===== src/rtl/irq_ctrl_pkg.sv =====
// Package for the interrupt controller: register offsets, register selector
// enum and packed register layouts shared by the decoder and the top level.
package irq_ctrl_pkg;

  localparam int unsigned DATA_W = 32;
  localparam int unsigned ADDR_W = 32;
  localparam int unsigned OFF_W  = 3;
  localparam int unsigned IDX_W  = 5;

  // Word offsets, i.e. addr[4:2]
  localparam logic [OFF_W-1:0] OFF_CR   = 3'd0;
  localparam logic [OFF_W-1:0] OFF_IER  = 3'd1;
  localparam logic [OFF_W-1:0] OFF_IPR  = 3'd2;
  localparam logic [OFF_W-1:0] OFF_ID   = 3'd3;
  localparam logic [OFF_W-1:0] OFF_TYPR = 3'd4;

  typedef enum logic [2:0] {
    IRQ_CTRL_CR,
    IRQ_CTRL_IER,
    IRQ_CTRL_IPR,
    IRQ_CTRL_ID,
    IRQ_CTRL_TYPR,
    IRQ_CTRL_NONE
  } irq_ctrl_reg_t;

  typedef struct packed {
    logic [30:0] rsvd;
    logic        gen;
  } cr_t;

  typedef struct packed {
    logic             valid;
    logic [25:0]      rsvd;
    logic [IDX_W-1:0] index;
  } id_t;

endpackage


===== src/rtl/ibex_data_bus.sv =====
// Ibex-style data bus: request/grant address phase, rvalid response phase.
interface ibex_data_bus;
  logic        req;
  logic        gnt;
  logic        rvalid;
  logic        we;
  logic [3:0]  be;
  logic [31:0] addr;
  logic [31:0] wdata;
  logic [31:0] rdata;
  logic        err;

  modport master (
    output req, we, be, addr, wdata,
    input  gnt, rvalid, rdata, err
  );

  modport slave (
    input  req, we, be, addr, wdata,
    output gnt, rvalid, rdata, err
  );
endinterface


===== src/rtl/irq_ctrl_offset_decoder.sv =====
// Bus front end for irq_ctrl: grants every request in the same cycle,
// returns rvalid one cycle later and maps the word offset to a register.
// Ports:
//   clk, rst_n  clock, async active-low reset
//   req         bus request
//   offset      word offset (addr[4:2])
//   gnt_c       combinational grant (= req)
//   rvalid      response valid, registered
//   reg_sel_c   decoded register selector
// TYPR decodes only when IRQ_CTRL_LEVEL_EN is defined.
module irq_ctrl_offset_decoder
  import irq_ctrl_pkg::*;
(
  input  logic             clk,
  input  logic             rst_n,
  input  logic             req,
  input  logic [OFF_W-1:0] offset,
  output logic             gnt_c,
  output logic             rvalid,
  output irq_ctrl_reg_t    reg_sel_c
);

  assign gnt_c = req;

  // Every granted access, read or write, gets exactly one response cycle
  always_ff @(posedge clk or negedge rst_n) begin
    if (!rst_n) begin
      rvalid <= 1'b0;
    end else begin
      rvalid <= req;
    end
  end

  // Offset to register selector; unmapped offsets select nothing
  always_comb begin
    reg_sel_c = IRQ_CTRL_NONE;
    case (offset)
      OFF_CR:   reg_sel_c = IRQ_CTRL_CR;
      OFF_IER:  reg_sel_c = IRQ_CTRL_IER;
      OFF_IPR:  reg_sel_c = IRQ_CTRL_IPR;
      OFF_ID:   reg_sel_c = IRQ_CTRL_ID;
`ifdef IRQ_CTRL_LEVEL_EN
      OFF_TYPR: reg_sel_c = IRQ_CTRL_TYPR;
`endif
      default:  reg_sel_c = IRQ_CTRL_NONE;
    endcase
  end

endmodule


===== src/rtl/irq_ctrl.sv =====
// Interrupt controller: latches rising edges of peripheral irq lines into a
// pending register, masks them per source and drives one request to the core.
// Ports:
//   clk, rst_n  clock, async active-low reset
//   irq_src     peripheral irq lines (bit 0 = timer, highest priority)
//   irq         interrupt request to core (combinational from registers)
//   data_bus    ibex data bus slave: CR, IER, IPR (W1C), ID, [TYPR]
// Optional: IRQ_CTRL_LEVEL_EN adds TYPR at 0x10 for per-source level mode.
module irq_ctrl
  import irq_ctrl_pkg::*;
#(
  parameter int unsigned N_SRC = 8
) (
  input  logic             clk,
  input  logic             rst_n,
  input  logic [N_SRC-1:0] irq_src,
  output logic             irq,
  ibex_data_bus.slave      data_bus
);

  logic             gen_q;
  logic [N_SRC-1:0] ier_q;
  logic [N_SRC-1:0] ipr_q;
  logic [N_SRC-1:0] irq_src_q;
  logic [N_SRC-1:0] rise_c;
  logic [N_SRC-1:0] lvl_set_c;
  logic [N_SRC-1:0] w1c_c;
  logic [N_SRC-1:0] ipr_next_c;
  logic [N_SRC-1:0] active_c;
  logic [DATA_W-1:0] rdata_q;
  logic [DATA_W-1:0] rd_mux_c;
  logic             wr_c;
  logic             rd_c;
  logic             gnt_c;
  logic             rvalid;
  irq_ctrl_reg_t    reg_sel_c;
  cr_t              cr_c;
  id_t              id_c;
  logic             unused_bus;

  irq_ctrl_offset_decoder u_dec (
    .clk       (clk),
    .rst_n     (rst_n),
    .req       (data_bus.req),
    .offset    (data_bus.addr[4:2]),
    .gnt_c     (gnt_c),
    .rvalid    (rvalid),
    .reg_sel_c (reg_sel_c)
  );

  assign data_bus.gnt    = gnt_c;
  assign data_bus.rvalid = rvalid;
  assign data_bus.rdata  = rdata_q;
  assign data_bus.err    = 1'b0;

  // Byte enables and address bits outside the word offset play no part
  assign unused_bus = ^{data_bus.be, data_bus.addr[ADDR_W-1:5],
                        data_bus.addr[1:0], data_bus.wdata};

  assign wr_c = data_bus.req & data_bus.we;
  assign rd_c = data_bus.req & ~data_bus.we;

  assign rise_c = irq_src & ~irq_src_q;
  assign w1c_c  = (wr_c && reg_sel_c == IRQ_CTRL_IPR) ? data_bus.wdata[N_SRC-1:0]
                                                       : '0;

`ifdef IRQ_CTRL_LEVEL_EN
  logic [N_SRC-1:0] typr_q;

  // Level sources re-pend every cycle the line is high
  assign lvl_set_c = typr_q & irq_src;

  always_ff @(posedge clk or negedge rst_n) begin
    if (!rst_n) begin
      typr_q <= '0;
    end else if (wr_c && reg_sel_c == IRQ_CTRL_TYPR) begin
      typr_q <= data_bus.wdata[N_SRC-1:0];
    end
  end
`else
  assign lvl_set_c = '0;
`endif

  // Set beats clear: a new rise in the W1C cycle keeps the bit pending
  assign ipr_next_c = (ipr_q & ~w1c_c) | rise_c | lvl_set_c;
  assign active_c   = ipr_q & ier_q;
  assign irq        = gen_q & (|active_c);

  // Control and pending state
  always_ff @(posedge clk or negedge rst_n) begin
    if (!rst_n) begin
      gen_q     <= 1'b0;
      ier_q     <= '0;
      ipr_q     <= '0;
      irq_src_q <= '0;
    end else begin
      irq_src_q <= irq_src;
      ipr_q     <= ipr_next_c;
      if (wr_c && reg_sel_c == IRQ_CTRL_CR) begin
        gen_q <= data_bus.wdata[0];
      end
      if (wr_c && reg_sel_c == IRQ_CTRL_IER) begin
        ier_q <= data_bus.wdata[N_SRC-1:0];
      end
    end
  end

  // Priority encoder: lowest active index wins, scanned from the top down
  always_comb begin
    id_c = '0;
    for (int i = N_SRC - 1; i >= 0; i--) begin
      if (active_c[i]) begin
        id_c.valid = 1'b1;
        id_c.index = IDX_W'(i);
      end
    end
  end

  always_comb begin
    cr_c      = '0;
    cr_c.gen  = gen_q;
  end

  // Read data selection
  always_comb begin
    rd_mux_c = '0;
    case (reg_sel_c)
      IRQ_CTRL_CR:   rd_mux_c = DATA_W'(cr_c);
      IRQ_CTRL_IER:  rd_mux_c = DATA_W'(ier_q);
      IRQ_CTRL_IPR:  rd_mux_c = DATA_W'(ipr_q);
      IRQ_CTRL_ID:   rd_mux_c = DATA_W'(id_c);
`ifdef IRQ_CTRL_LEVEL_EN
      IRQ_CTRL_TYPR: rd_mux_c = DATA_W'(typr_q);
`endif
      default:       rd_mux_c = '0;
    endcase
  end

  // Read data is captured on the granted read and held otherwise
  always_ff @(posedge clk or negedge rst_n) begin
    if (!rst_n) begin
      rdata_q <= '0;
    end else if (rd_c) begin
      rdata_q <= rd_mux_c;
    end
  end

endmodule


===== src/flat_wrapper.sv =====
// flat-port wrapper written by rule: the top's interface ports become plain ports
module irq_ctrl_flat import irq_ctrl_pkg::*;
#(
  parameter int unsigned N_SRC = 8
)
  (clk, rst_n, irq_src, irq, data_bus_req, data_bus_we, data_bus_be, data_bus_addr, data_bus_wdata, data_bus_gnt, data_bus_rvalid, data_bus_rdata, data_bus_err);
  ibex_data_bus data_bus_i ();
  input  logic clk;
  input  logic rst_n;
  input  logic [N_SRC-1:0] irq_src;
  output logic irq;
  input wire logic [$bits(data_bus_i.req)-1:0] data_bus_req;
  input wire logic [$bits(data_bus_i.we)-1:0] data_bus_we;
  input wire logic [$bits(data_bus_i.be)-1:0] data_bus_be;
  input wire logic [$bits(data_bus_i.addr)-1:0] data_bus_addr;
  input wire logic [$bits(data_bus_i.wdata)-1:0] data_bus_wdata;
  output wire logic [$bits(data_bus_i.gnt)-1:0] data_bus_gnt;
  output wire logic [$bits(data_bus_i.rvalid)-1:0] data_bus_rvalid;
  output wire logic [$bits(data_bus_i.rdata)-1:0] data_bus_rdata;
  output wire logic [$bits(data_bus_i.err)-1:0] data_bus_err;
  assign data_bus_i.req = data_bus_req;
  assign data_bus_i.we = data_bus_we;
  assign data_bus_i.be = data_bus_be;
  assign data_bus_i.addr = data_bus_addr;
  assign data_bus_i.wdata = data_bus_wdata;
  assign data_bus_gnt = data_bus_i.gnt;
  assign data_bus_rvalid = data_bus_i.rvalid;
  assign data_bus_rdata = data_bus_i.rdata;
  assign data_bus_err = data_bus_i.err;
  irq_ctrl #(.N_SRC(N_SRC)) u_core (.clk(clk), .rst_n(rst_n), .irq_src(irq_src), .irq(irq), .data_bus(data_bus_i));
endmodule

===== config.mk =====
export PLATFORM = sky130hd
export DESIGN_NAME = irq_ctrl_flat
export DESIGN_NICKNAME = d
export VERILOG_FILES = /design/src/rtl/irq_ctrl_pkg.sv /design/src/rtl/ibex_data_bus.sv /design/src/rtl/irq_ctrl_offset_decoder.sv /design/src/rtl/irq_ctrl.sv /design/src/flat_wrapper.sv
export SDC_FILE = /design/constraint.sdc
export NUM_CORES = 1
export LEC_CHECK = 0
export ABC_AREA = 0
export BUFFER_PORTS_ARGS = -buffer_cell sky130_fd_sc_hd__buf_2
export CAP_MARGIN = 20
export CORE_ASPECT_RATIO = 1.4
export CORE_MARGIN = 2
export CORE_UTILIZATION = 45
export DETAILED_ROUTE_END_ITERATION = 8
export PLACE_DENSITY = 0.91
export SLEW_MARGIN = 20
export SYNTH_ARGS = -nofsm -noshare
export SYNTH_HDL_FRONTEND = slang
export SYNTH_HIERARCHICAL = 1
export SYNTH_SLANG_ARGS = --single-unit

===== constraint.sdc =====
create_clock -name clk -period 2.1 [get_ports clk]
set_input_delay 0.525 -clock clk [delete_from_list [all_inputs] [get_ports clk]]
set_output_delay 0.525 -clock clk [all_outputs]
set_load 0.005 [all_outputs]

==> flow_results.org, run 1 <==
** Clock network
- Cts-stage hold buffer count :: 0
- Clock latency on the worst-skew pair :: 0.29 ns
- Htree depth :: 2
- After clock tree synthesis, the clock-pin slew on the worst setup and hold paths is 0.06 ns.
- CTS tree :: yes
- Deepest clock path buffer count :: 2
- The tree built by TritonCTS fans out to 35 sinks.
- The root buffer cell chosen for the clock tree is clkbuf_8.
- Clock buffer count from CTS :: 5

** Routing
- For this block, the initial DRC count from the detailed router was 43.
- Vias per inst :: 5.20
- Number of detailed-route iterations in the first pass :: 4
- Post-route antenna net violation count :: 0
- Dividing the detail-routed wire length by the instance count gives 14.3 um.
- Remaining design rule violation count :: 0
- The routed layout has 1237 vias.
- Sum of routed wire length over all layers :: 3.41 mm

** Floorplan
- Effective utilization at floorplan :: 47.3%
- Num rows :: 26
- Horiz. Die Dim :: 56.8 um
- The region available for standard cell placement spans 3710 um2.
- Die area :: 4420 um2
- The die is 77.9 um tall.
- Number of ports placed on the die boundary :: 116

** Finish
- Final layout net count :: 275
- Area taken by flip-flops and latches :: 876 um2
- Multi-input logic area :: 721 um2
- Count of filler cells inserted in the layout :: 354
- Cells with a size suffix above 1 make up 30.6% of the layout.
- The repair_antennas step left the layout with diodes totalling 0.
- Relative to the synthesized area, the layout overhead comes to 12.6%.

** Placed design
- Input and output buffers added on the ports amount to 34.
- Post-Place Worst Slack :: 0.171 ns
- Half-perimeter wire length after detailed placement :: 2.46 mm
- The congestion estimate from routability-driven global placement came to 0.895.

** Power and ir drop
- VDD IR-drop max :: 0.000603 V
- Power density of the placed cells :: 835 nW/um2
- Leak Pwr :: 1.00 nW

** STA
- Final setup vio count :: 0
- Actual transition at the worst max-transition pin :: 0.746 ns
- Number of failing hold endpoints at the final stage :: 0
- Pins over their slew limit :: 0
- Share of the clock period used by the worst path :: 95.8%
- Setup repair after global routing left no endpoint under its margin.
- For the final routed database, the setup TNS stands at 0 ns.
- Based on the critical path, the design can be clocked at up to 0.497 GHz.
- The worst pin sits at a relative slew slack of 50.3%.
- Once routing completed, OpenROAD measured the worst setup slack at 0.0887 ns.
- After layout, the minimum clock period comes to 2.01 ns.
- On the final layout, the worst clock skew is 0.00256 ns.

** Worst setup path
- For the worst setup path, the data arrival time is 1.49 ns.
- Worst-case reg-to-reg path depth :: 4
- Critical path capture point type :: output pin
- For flop-to-flop paths, the worst setup slack is 0.84 ns.
- The worst setup path is launched from a flop.
- Along the worst path, the maximum fanout reaches 4.
- By startpoint and endpoint, the worst setup path is classified as reg -> out.
- Required time at the endpoint of the critical path :: 1.57 ns
- The startpoint identified for the worst register-to-register timing path is u_core/ipr_q[2].
- R2r endpoint :: u_core/data_bus.rdata[0]

** Yosys
- Counting flops and latches in the post-synthesis netlist gives 35.
- During synthesis, Yosys emitted a total of 6 warnings.
- Average instance area after synthesis :: 11.0 um2
- Number of instances in the synthesized netlist :: 159
- Yosys cell types :: 32
- Sequential area share after synthesis :: 49.9%
- The cell area that synthesis handed to floorplanning was 1750 um2.

** Global routing
- Number of antenna violations at the first check in global routing :: 0
- First-pass GRT wire length :: 5.34 mm
- GR Util All Layers :: 15.9%
- After global routing the overflow that remains totals 0.
- The number of global-route vias before repair came to 1141.
- Entering global routing, the biggest net connects 36 pins.

** Worst hold path
- The path class of the tightest hold or removal check is in -> async.

** Run status
- Status :: finished, final reports clean

** Job
- Number of max-cap violations :: 0
[repair_timing]
action	CTS	global route
resized for setup	1	4
pin swaps	0	1
buffers inserted	0	1
endpoints found under the hold margin	0	0
setup endpoints to repair	1	1
[power breakdown]
part / internal, mW / switching, mW
sequential: 0.748 / 0.0655
clock: 0.299 / 0.226
combinational: 0.163 / 0.148
total: 1.21 / 0.440
[critical path: stages (launching register included)]
cell and delay, ns:
dfrtp_1 0.41, a22o_1 0.25, nand2b_4 0.15, nor3_4 0.19, nor2b_1 0.07, buf_2 0.12
[cells by family (layout without fill, tap and decap cells)]
logic type      Yosys count  count (layout)  share of synthesized area (%)
simple gates             36              36                           11.0
compound gates           37              37                           15.3
other cells               1              24                          0.214
buf+inv                  40              54                           15.5
mux                      10              10                           8.06
flops                    35              35                           49.9
[how the worst max path moves through the flow]
stage                                 end        startpoint  slack, ns  cells past startpoint
after CTS                             irq   u_core/ipr_q[4]     0.0008                      5
after global placement    u_core/ier_q[1]  data_bus_addr[4]       0.22                      5
after detailed placement  u_core/ipr_q[1]  data_bus_addr[4]       0.17                      6
after floorplan           u_core/ier_q[0]  data_bus_addr[2]       0.35                      6
final                                 irq   u_core/ipr_q[4]       0.09                      5
after global routing                  irq   u_core/ier_q[3]     0.0008                      5
[sequential cells by signal (all words and copies together) (netlist names)]
signal,count
u_core/data_bus.rdata,9
u_core/gen_q,1
u_core/ier_q,8
u_core/ipr_q,8
u_core/irq_src_q,8
u_core/u_dec/rvalid,1
[cell type report]
class | instances | area share [%]
Clock buffer | 8 | 5.07
Inverter | 9 | 1.71
Multi-Input combinational cell | 107 | 36.5
Sequential cell | 35 | 44.3
Tap cell | 42 | 2.66
Timing Repair Buffer | 37 | 9.75
[cell usage after synthesis]
| cell type | n | area share [%] |
|---|---|---|
| or2_2 | 1 | 0.36 |
| inv_1 | 9 | 1.9 |
| nand2_1 | 19 | 4.1 |
| o31ai_1 | 1 | 0.43 |
| mux2_2 | 1 | 0.64 |
| a22oi_1 | 8 | 3.4 |
| a31oi_1 | 1 | 0.36 |
| nor2b_1 | 4 | 1.4 |
| o21ai_0 | 1 | 0.29 |
| or2_1 | 1 | 0.36 |
| dfrtp_1 | 35 | 50 |
| conb_1 | 1 | 0.21 |
| a221oi_1 | 2 | 1.0 |
| buf_2 | 1 | 0.29 |
| and2b_1 | 1 | 0.43 |
| a22o_1 | 10 | 5.0 |
| nor3_1 | 2 | 0.57 |
| nand3b_1 | 1 | 0.43 |
| nand3_1 | 1 | 0.29 |
| buf_12 | 1 | 1.1 |
| o2bb2ai_1 | 1 | 0.50 |
| mux2_4 | 8 | 6.8 |
| clkbuf_1 | 1 | 0.21 |
| a32o_1 | 2 | 1.1 |
| nor2b_4 | 1 | 0.78 |
| buf_4 | 28 | 12 |
| a21oi_1 | 5 | 1.4 |
| nand2b_1 | 2 | 0.71 |
| o21ai_1 | 6 | 1.7 |
| nand3b_4 | 1 | 1.1 |
| nor2_1 | 2 | 0.43 |
| mux2i_1 | 1 | 0.57 |
[metrics by stage]
step | utilization, % | instances | instance area [um2] | hold WS, ns | power, mW
global placement | 49.6 | 229 | 1840 | 0.469 | 1.09
floorplan | - | 182 | 1840 | 0.229 | 1.03
finish | 53.3 | 238 | 1980 | 0.299 | 1.65
CTS | 52.4 | 237 | 1940 | 0.329 | 1.64
global route | 53.3 | 238 | 1980 | 0.347 | 1.73
detailed placement | 49.6 | 229 | 1840 | 0.479 | 1.10
[placed cells by master (no fill, tap or decap), drive strengths merged]
| cell type | count |
|---|---|
| nor2 | 2 |
| a22o | 10 |
| a32o | 2 |
| mux2 | 9 |
| nor2b | 5 |
| inv | 9 |
| clkbuf | 8 |
| nand3b | 2 |
| mux2i | 1 |
| o21ai | 7 |
| and2b | 1 |
| a22oi | 8 |
| a31oi | 1 |
| nand3 | 1 |
| o31ai | 1 |
| a21oi | 5 |
| nand2 | 19 |
| dfrtp | 35 |
| o2bb2ai | 1 |
| buf | 37 |
| nand2b | 2 |
| a221oi | 2 |
| nor3 | 2 |
| or2 | 2 |
| conb | 24 |
[routing by layer]
layer | track usage (%) | wire length [um] | up-vias
li1 | - | - | 574
met2 | 26.6 | 1740 | 68
met4 | 8.37 | 70 | 0
met1 | 18.7 | 1290 | 588
met3 | 3.50 | 307 | 7
met5 | 0 | 0 | -
Note: power is estimated with default switching activity, not from simulation.
==> run 2, diff against run 1 <==
CORE_ASPECT_RATIO = 1.75   (was 1.4)
==> run 2 against run 1 <==
First-iteration DRC count decreased by 42%. Clock skew grew 0.00092 ns. Sequential cell count stayed put. Highest routed layer unchanged. Worst setup slack improved by 0.0069 ns. Utilization down 1.3 points. Largest cell class unchanged. Clock power shrank 11%. Sequential power hardly changed. Via count shrank 1.1%. Critical path depth is the same.
==> flow_results.org, run 2 (synthesis gave the netlist of run 1 again) <==
** Finish
- The library cell used most frequently in the layout, excluding fill and tap cells, is dfrtp_1.
- Most used cells in the layout excluding fill and tap cells :: dfrtp_1, buf_2, conb_1
- The sequential cell area in the final layout came to 876 um2 (unchanged).
- The area growth from synthesis to layout is 12.3%.
- Multi-input logic area :: 714 um2 (-0.87%)
- Antenna diodes :: 0 (unchanged)
- Layout Cell Area excl Fill :: 1970 um2 (-0.32%)
- Count of filler cells inserted in the layout :: 353 (-0.28%)
- Layout cells sized above 1 :: 31.0% (+0.35 points)
- The flip-flop count of the largest register, all copies and words added was 9 (unchanged).
- Final layout net count :: 276 (+0.36%)

** Routing
- Wire length per cell after detailed routing :: 13.1 um (-8.8%)
- The first-pass iteration count of the detailed router came to 4 (unchanged).
- The number of violations reported at the end of detailed-routing iteration 0 is 25 (-42%).
- The per-cell via count in the routed design was 5.00 (-3.9%).
- The final routed wirelength across all metal layers was 3.21 mm (-6.1%).
- Total number of vias :: 1224 (-1.1%)
- Post-route antenna net violation count :: 0 (unchanged)
- The DRC violation count after routing was 0 (unchanged).

** STA
- Unrepaired setup endpoints after global routing :: no
- The clock period minus worst slack was 2.00 ns (-0.00690 ns).
- The final period utilization came to 95.4% (-0.33 points).
- The setup violation total in the final timing report came to 0 (unchanged).
- The final-report max-slew violation count came to 0 (unchanged).
- The final setup skew is 0.00348 ns (+0.000922 ns).
- Maximum clock frequency :: 0.499 GHz (+0.34%)
- Worst slew margin :: 51.2% (+0.95 points)
- Number of failing hold endpoints at the final stage :: 0 (unchanged)
- The transition time at the pin with the least slew margin came to 0.731 ns (-0.0142 ns).
- Setup tns final :: 0 ns (unchanged)

** Global routing
- The initial antenna violation count was 0 (unchanged).
- Via count of the first global-routing pass :: 1206 (+5.7%)
- The remaining global-route overflow is 0 (unchanged).
- The global-route wire length before repair is 5.32 mm (-0.39%).
- Pin count of the biggest net entering global routing :: 36 (unchanged)
- The aggregate global-route resource usage came to 16.3% (+0.47 points).

** Worst hold path
- The worst hold path belongs to the class in -> async.

** Floorplan
- The core region area was 3790 um2 (+2.2%).
- The die width is 51.2 um (-9.8%).
- Effective utilization at floorplan :: 46.3% (-1.0 points)
- The die footprint was 4430 um2 (+0.29%).
- Number of ports placed on the die boundary :: 116 (unchanged)
- Die H :: 86.6 um (+11%)
- Num rows :: 30 (+15%)

** Clock network
- Clock buffer count from CTS :: 5 (unchanged)
- Deepest clock path buffer count :: 2 (unchanged)
- CTS tree :: yes
- Cell at the root of the clock tree :: clkbuf_8
- The clock sink total came to 35 (unchanged).
- Clock latency on the worst-skew pair :: 0.29 ns (about the same)
- The clock slew at the register clock pins of the worst setup and hold paths was 0.07 ns (about the same).
- Htree depth :: 2 (unchanged)

** Power and ir drop
- The leakage power of the design was 0.990 nW (-1.3%).
- The worst IR drop on VDD is 0.000401 V (-33%).
- Power density of the placed cells :: 804 nW/um2 (-3.7%)

** Worst setup path
- Worst setup path class :: reg -> out
- Maximum fanout along the worst path :: 2 (-2)
- The required time of the critical path is 1.57 ns (about the same).
- Data arrival at the endpoint of the critical path :: 1.48 ns (about the same)
- Element type at the critical path start :: flop
- Critical path capture point type :: output pin

** Placed design
- The placer congestion estimate was 0.947 (+5.9%).
- The HPWL after detailed placement came to 2.40 mm (-2.7%).
- The count of input and output buffers came to 34 (unchanged).
- Placement Cell Area :: 1850 um2 (+0.41%)

** Job
- Number of max-cap violations :: 0 (unchanged)

** Run status
- The run finished with clean final reports.
-- run 2: cell types whose count changed in the layout (fill, tap and decap cells not counted) --
| cell | before | now |
|---|---|---|
| buf_4 | 3 | 4 |
| clkbuf_8 | 7 | 5 |
| clkinv_2 | 0 | 1 |
| clkinvlp_4 | 0 | 1 |
| nor3_2 | 0 | 1 |
| nor3_4 | 1 | 0 |
-- run 2: metrics by stage --
stage / setup slack, ns / std cells / hold slack, ns / util (%) / power (mW)
floorplan: 0.350 / 182 / 0.229 / - / 1.03
global route: 0.0307 / 245 / 0.344 / 51.9 / 1.68
CTS: 0.0322 / 244 / 0.317 / 51.3 / 1.58
detailed placement: 0.171 / 235 / 0.468 / 48.7 / 1.10
global placement: 0.227 / 235 / 0.462 / 48.7 / 1.09
finish: 0.0956 / 245 / 0.292 / 51.9 / 1.58
-- run 2: path summary, 6_finish.rpt --
path / startpoint / end / slack (ns) / depth (start not counted)
setup / recovery: u_core/ipr_q[4] / irq / 0.1 / 5
hold / removal: rst_n / u_core/ipr_q[4] / 0.29 / 1
setup reg to reg: u_core/ipr_q[4] / u_core/data_bus.rdata[31] / 0.87 / 4
hold reg to reg: u_core/data_bus.rdata[31] / u_core/data_bus.rdata[31] / 0.47 / 2
max in group asynchronous: rst_n / u_core/u_dec/rvalid / 1.34 / 1
min in group clk: irq_src[4] / u_core/irq_src_q[4] / 0.35 / 1
-- run 2: layout make-up --
type / instances / share of cell area (%)
flip-flops and latches: 35 / 44.5
multi-input cells: 107 / 36.3
repair buffers: 38 / 10.2
clock buffers: 6 / 3.68
well taps: 48 / 3.05
inverters: 9 / 1.72
clock inverters: 2 / 0.635
-- run 2: report_power, final --
| part | leakage (nW) | total, mW | internal (mW) | switching [mW] |
|---|---|---|---|---|
| Combinational | 0.545 | 0.306 | 0.168 | 0.138 |
| Clock | 0.0412 | 0.467 | 0.231 | 0.236 |
| Sequential | 0.404 | 0.811 | 0.747 | 0.0634 |
| Total | 0.990 | 1.58 | 1.15 | 0.437 |
-- run 2: worst max-delay path, stage by stage, from the launching register on --
cell and delay (ns):
dfrtp_1 0.41, a22o_1 0.26, nand2b_4 0.15, nor3_2 0.18, nor2b_1 0.07, buf_2 0.12
-- run 2: what timing repair did --
item / CTS / global route
hold buffers: 0 / 0
gates resized for setup: 1 / 3
setup buffers: 1 / 1
hold endpoints to repair: 0 / 0
pin swaps: 0 / 1
endpoints found under the setup margin: 1 / 1
-- run 2: metal layers --
layer	up-vias	global-route usage (%)	wire, um	share of wire, %
li1	575	-	-	-
met3	11	4.31	228	7.1
met4	0	12.0	115	3.6
met1	578	18.3	1220	38
met5	-	0	0	0
met2	60	26.1	1640	51
